File: config.mk
export PLATFORM = sky130hd
export DESIGN_NAME = dmem_arbiter
export DESIGN_NICKNAME = d
export VERILOG_FILES = /design/src/rtl/dmem_arbiter.sv
export SDC_FILE = /design/constraint.sdc
export NUM_CORES = 1
export LEC_CHECK = 0
export ABC_AREA = 1
export BUFFER_PORTS_ARGS = -buffer_cell sky130_fd_sc_hd__buf_4
export CORE_ASPECT_RATIO = 0.9
export CORE_MARGIN = 3
export CORE_UTILIZATION = 25
export CTS_CLUSTER_SIZE = 40
export DETAILED_ROUTE_END_ITERATION = 10
export PLACE_DENSITY = 0.55
export SYNTH_ARGS = -nofsm -noshare
export SYNTH_HDL_FRONTEND = slang
export SYNTH_SLANG_ARGS = --single-unit
File: constraint.sdc
create_clock -name clk -period 2.3 [get_ports clk]
set_clock_uncertainty 0.05 [all_clocks]
set_input_delay 0.23 -clock clk [delete_from_list [all_inputs] [get_ports clk]]
set_output_delay 0.23 -clock clk [all_outputs]
set_load 0.02 [all_outputs]
File: src/rtl/dmem_arbiter.sv
// Arbitrates the single-ported data memory between the CPU memory stage and a
// debug/loader port; each access runs IDLE -> ISSUE -> (WAIT) -> DONE.
module dmem_arbiter #(
  parameter int MEM_LAT    = 1,
  parameter int STARVE_MAX = 4
) (
  input  logic        clk,
  input  logic        rst,
  input  logic        cpu_req,
  input  logic        cpu_we,
  input  logic [31:0] cpu_addr,
  input  logic [31:0] cpu_wdata,
  output logic [31:0] cpu_rdata,
  output logic        cpu_stall,
  output logic        cpu_done,
  input  logic        dbg_req,
  input  logic        dbg_we,
  input  logic [31:0] dbg_addr,
  input  logic [31:0] dbg_wdata,
  output logic [31:0] dbg_rdata,
  output logic        dbg_ack,
  output logic        mem_en,
  output logic        mem_we,
  output logic [31:0] mem_addr,
  output logic [31:0] mem_wdata,
  input  logic [31:0] mem_rdata
);

  typedef enum logic [1:0] {S_IDLE, S_ISSUE, S_WAIT, S_DONE} state_t;

  // The ISSUE cycle is the first latency cycle, so WAIT only covers the rest.
  localparam logic [2:0] LAT_LOAD  = (MEM_LAT > 1) ? 3'(MEM_LAT - 2) : 3'd0;
  localparam logic [3:0] STARVE_TH = 4'(STARVE_MAX);

  state_t      state, state_nxt;
  logic        own;          // 0 = CPU, 1 = DBG
  logic        we_r;
  logic [2:0]  lat_cnt;
  logic [3:0]  starve_cnt;
  logic        grant_any;
  logic        grant_dbg;
  logic        capture;

  assign grant_any = cpu_req | dbg_req;
  assign grant_dbg = dbg_req & (~cpu_req | (starve_cnt >= STARVE_TH));

  always_comb begin
    state_nxt = state;
    capture   = 1'b0;
    case (state)
      S_IDLE:  if (grant_any) state_nxt = S_ISSUE;
      S_ISSUE: begin
        if (we_r) begin
          state_nxt = S_DONE;
        end else if (MEM_LAT == 1) begin
          state_nxt = S_DONE;
          capture   = 1'b1;
        end else begin
          state_nxt = S_WAIT;
        end
      end
      S_WAIT: begin
        if (lat_cnt == 3'd0) begin
          state_nxt = S_DONE;
          capture   = 1'b1;
        end
      end
      S_DONE:  state_nxt = S_IDLE;
      default: state_nxt = S_IDLE;
    endcase
  end

  assign mem_en    = (state == S_ISSUE);
  assign mem_we    = mem_en & we_r;
  assign cpu_done  = (state == S_DONE) & ~own;
  assign dbg_ack   = (state == S_DONE) & own;
  assign cpu_stall = cpu_req & ~cpu_done;

  always_ff @(posedge clk) begin
    if (rst) begin
      state      <= S_IDLE;
      own        <= 1'b0;
      we_r       <= 1'b0;
      mem_addr   <= 32'd0;
      mem_wdata  <= 32'd0;
      lat_cnt    <= 3'd0;
      starve_cnt <= 4'd0;
      cpu_rdata  <= 32'd0;
      dbg_rdata  <= 32'd0;
    end else begin
      state <= state_nxt;
      if (state == S_IDLE && grant_any) begin
        own <= grant_dbg;
        if (grant_dbg) begin
          we_r       <= dbg_we;
          mem_addr   <= dbg_addr;
          mem_wdata  <= dbg_wdata;
          starve_cnt <= 4'd0;
        end else begin
          we_r      <= cpu_we;
          mem_addr  <= cpu_addr;
          mem_wdata <= cpu_wdata;
          if (dbg_req && starve_cnt != 4'd15) starve_cnt <= starve_cnt + 4'd1;
        end
      end
      if (state == S_ISSUE) lat_cnt <= LAT_LOAD;
      else if (state == S_WAIT && lat_cnt != 3'd0) lat_cnt <= lat_cnt - 3'd1;
      if (capture) begin
        if (own) dbg_rdata <= mem_rdata;
        else     cpu_rdata <= mem_rdata;
      end
    end
  end

endmodule

==> impl_results.md <==
* Final slew viol count at 0
* Simple-gate area share of the yosys netlist at 40.5%
* Worst-path clk slew at 0.07 ns
* Mux contribution to synthesized area at 0%
* Final core occ at 36.4%
* Startpoint types: flop
* Number of clock sinks at 139
* Largest net degree at the start of global routing at 69
* Total power divided by cell area at 811 nW/um^2
* Nets at 1593
* Layout cells sized above 1 at 24.9%
* CP Capture Type: primary output
* Cell count after synthesis at 1163
* RSZ-0062 raised after global routing: false
* Cell family with the largest share of critical-path delay: buffers and inverters
* Slew @ Worst Pin at 0.759 ns
* Row cnt at 58
* CP Buf/Inv Count at 2
* DR DRC count at 0
* Number of H-tree levels at 4
* Max-cap viol count at 0
* DIE HEIGHT at 167 um
* WL final at 24400 um
* Antenna diodes at 0
* Routed len/inst at 13.6 um
* Post-CTS resize count at 0
* Number of routed nets with antenna violations at 0
* Layout area overhead at 42.5%
* Worst min-delay path category: in -> reg
* Initial antenna violation count at 0
* CTS tree: built
* Root Driver: clkbuf_16
* Syn nets at 1336
* Syn avg cell area at 6.16 um^2
* Port bufs at 298
* CP Class: reg -> out
* Critical Path RT at 2.02 ns
* Top Ports at 299
* DIE AREA at 30700 um^2
* Final setup viols at 0
* 1st-iter DRT viols at 381
* Minimum clock period at 1.87 ns
* Clock Tree Buf Depth at 2
* HPWL after DPL at 17200 um
* Via density at 4.25
* Post-synthesis cell area at 7170 um^2
* Slew Limit Headroom at 49.4%
* Multi-input logic area at 3080 um^2
* Drt first pass iters at 5
* GP Congestion at 0.806
* Vias in the first global route at 7089
* Core area at 28100 um^2
* Hold_buf cts at 0
* Status: finished, final reports clean
* Compound-gate portion of the synthesized area at 0.925%
* Fin crit share at 81.5%
* Starting Density at 25.5%
* Final hold vios at 0
* XOR/XNOR Fraction of Synth Area at 0.122%
* Setup repair bufs after CTS at 0
* Seq/Total Area, Yosys at 38.8%
* Synthesis warning total at 0
* Yosys cell types at 20
* Later-pin clock latency in the skew report at 0.41 ns
* Setup_tns at 0 ns
* Num CTS Buffers at 17
* Maximum VDD drop at 0.000463 V
* # fillers at 3074
* Die X-Extent at 185 um
* Largest family of logic cells by synthesized area: simple AND/OR/NAND/NOR gates
* Worst path arrival time at 1.59 ns
* Leak Pwr at 5.65 nW
* Leading cell type in the layout, fill and taps excluded: buf_4
* Slowest cell on crit path: buf_4
* Most frequent cells in the layout: 314 x buf_4, 275 x nand2_1, 241 x inv_1, 203 x nor2_1, 139 x dfxtp_1
* Vias at 7614
* Gr usage total at 15.5%
* Fmax at 533 MHz
* Reg area at 2780 um^2
* Max incr delay on CP at 0.38 ns
* Critical Path Fanout Max at 36
* Critical path, cell by cell: buf_4 -> nor2_1 -> nor2_1 -> buf_4
* Total gr overflow at 0
* Adder-cell share of the synthesized area at 1.22%
* FF+latch count, synth at 139
* First-pass GRT wire length at 38000 um
* Hold_ws at 0.0379 ns
final timing paths:
check                      from             to  slack (ns)  cells past startpoint
setup / recovery            own      cpu_stall        0.43                      4
hold / removal     cpu_addr[23]   mem_addr[23]        0.04                      5
setup reg to reg       state[1]   cpu_rdata[7]        0.56                      8
hold reg to reg   starve_cnt[3]  starve_cnt[3]        0.41                      2
report_power, final:
| part | internal, mW | switching [mW] |
|---|---|---|
| Combinational | 0.999 | 1.53 |
| Clock | 1.71 | 1.15 |
| Sequential | 2.71 | 0.184 |
| Total | 5.42 | 2.87 |
per-layer routing:
metal / GRT usage [%] / vias up / wire (um)
met4: 3.81 / 0 / 312
met1: 20.3 / 3346 / 11100
met2: 24.1 / 265 / 10800
li1: - / 3984 / -
met5: 0 / - / 0
met3: 5.61 / 19 / 2190
Yosys cell counts:
cell type  instances  area (um^2)
a21oi_1            7         35.0
xor2_1             1         8.76
nand3_2            1         10.0
nor2_1           203          762
dfxtp_1          139         2780
o21ai_0            3         15.0
o21ai_4            1         16.3
nor3_1             1         5.00
buf_4              8         60.1
buf_2             34          170
nand4_1           64          400
nand2_1          277         1040
or2_2              2         12.5
ha_1               7         87.6
inv_1            241          905
clkbuf_1          17         63.8
nand3_1          135          676
buf_6              5         56.3
buf_1             14         52.6
inv_2              3         11.3
kinds of logic (layout without fill, tap and decap cells):
family | Yosys count | after routing
AOI/OAI and AO/OA | 11 | 11
xor gates and xnor gates | 1 | 1
adders and majority gates | 7 | 7
buffers and inverters | 322 | 590
DFF | 139 | 139
and+or+nand+nor | 683 | 683
registers in the layout, indices dropped and copies added, names as in the netlist:
| signal | count |
|---|---|
| dbg_rdata | 32 |
| state | 2 |
| we_r | 1 |
| lat_cnt | 3 |
| own | 1 |
| mem_wdata | 32 |
| starve_cnt | 4 |
| cpu_rdata | 32 |
| mem_addr | 32 |
final cells by class:
type	instances	area share, %
Clock buffer	17	4.16
Sequential cell	139	27.2
Timing Repair Buffer	316	23.5
Tap cell	360	4.41
Inverter	244	8.99
Multi-Input combinational cell	702	30.1
Clock inverter	13	1.64
worst reg2reg max path: stages, from the launching register on:
cell and delay [ns]:
dfxtp_1 0.34, inv_1 0.09, ha_1 0.23, nand2_1 0.09, nand2_2 0.11, buf_4 0.41
nand4_1 0.18, nand2_1 0.10, nor2_1 0.05
through the flow:
stage / setup WS (ns) / instance area, um^2 / std cells / power (mW)
floorplan: 0.748 / 7170 / 1163 / 4.47
global placement: 0.567 / 9620 / 1761 / 5.48
detailed placement: 0.530 / 9620 / 1761 / 5.50
CTS: 0.354 / 10200 / 1791 / 8.42
global route: 0.315 / 10200 / 1791 / 8.81
finish: 0.425 / 10200 / 1791 / 8.28
(Power assumes the default switching activity.)
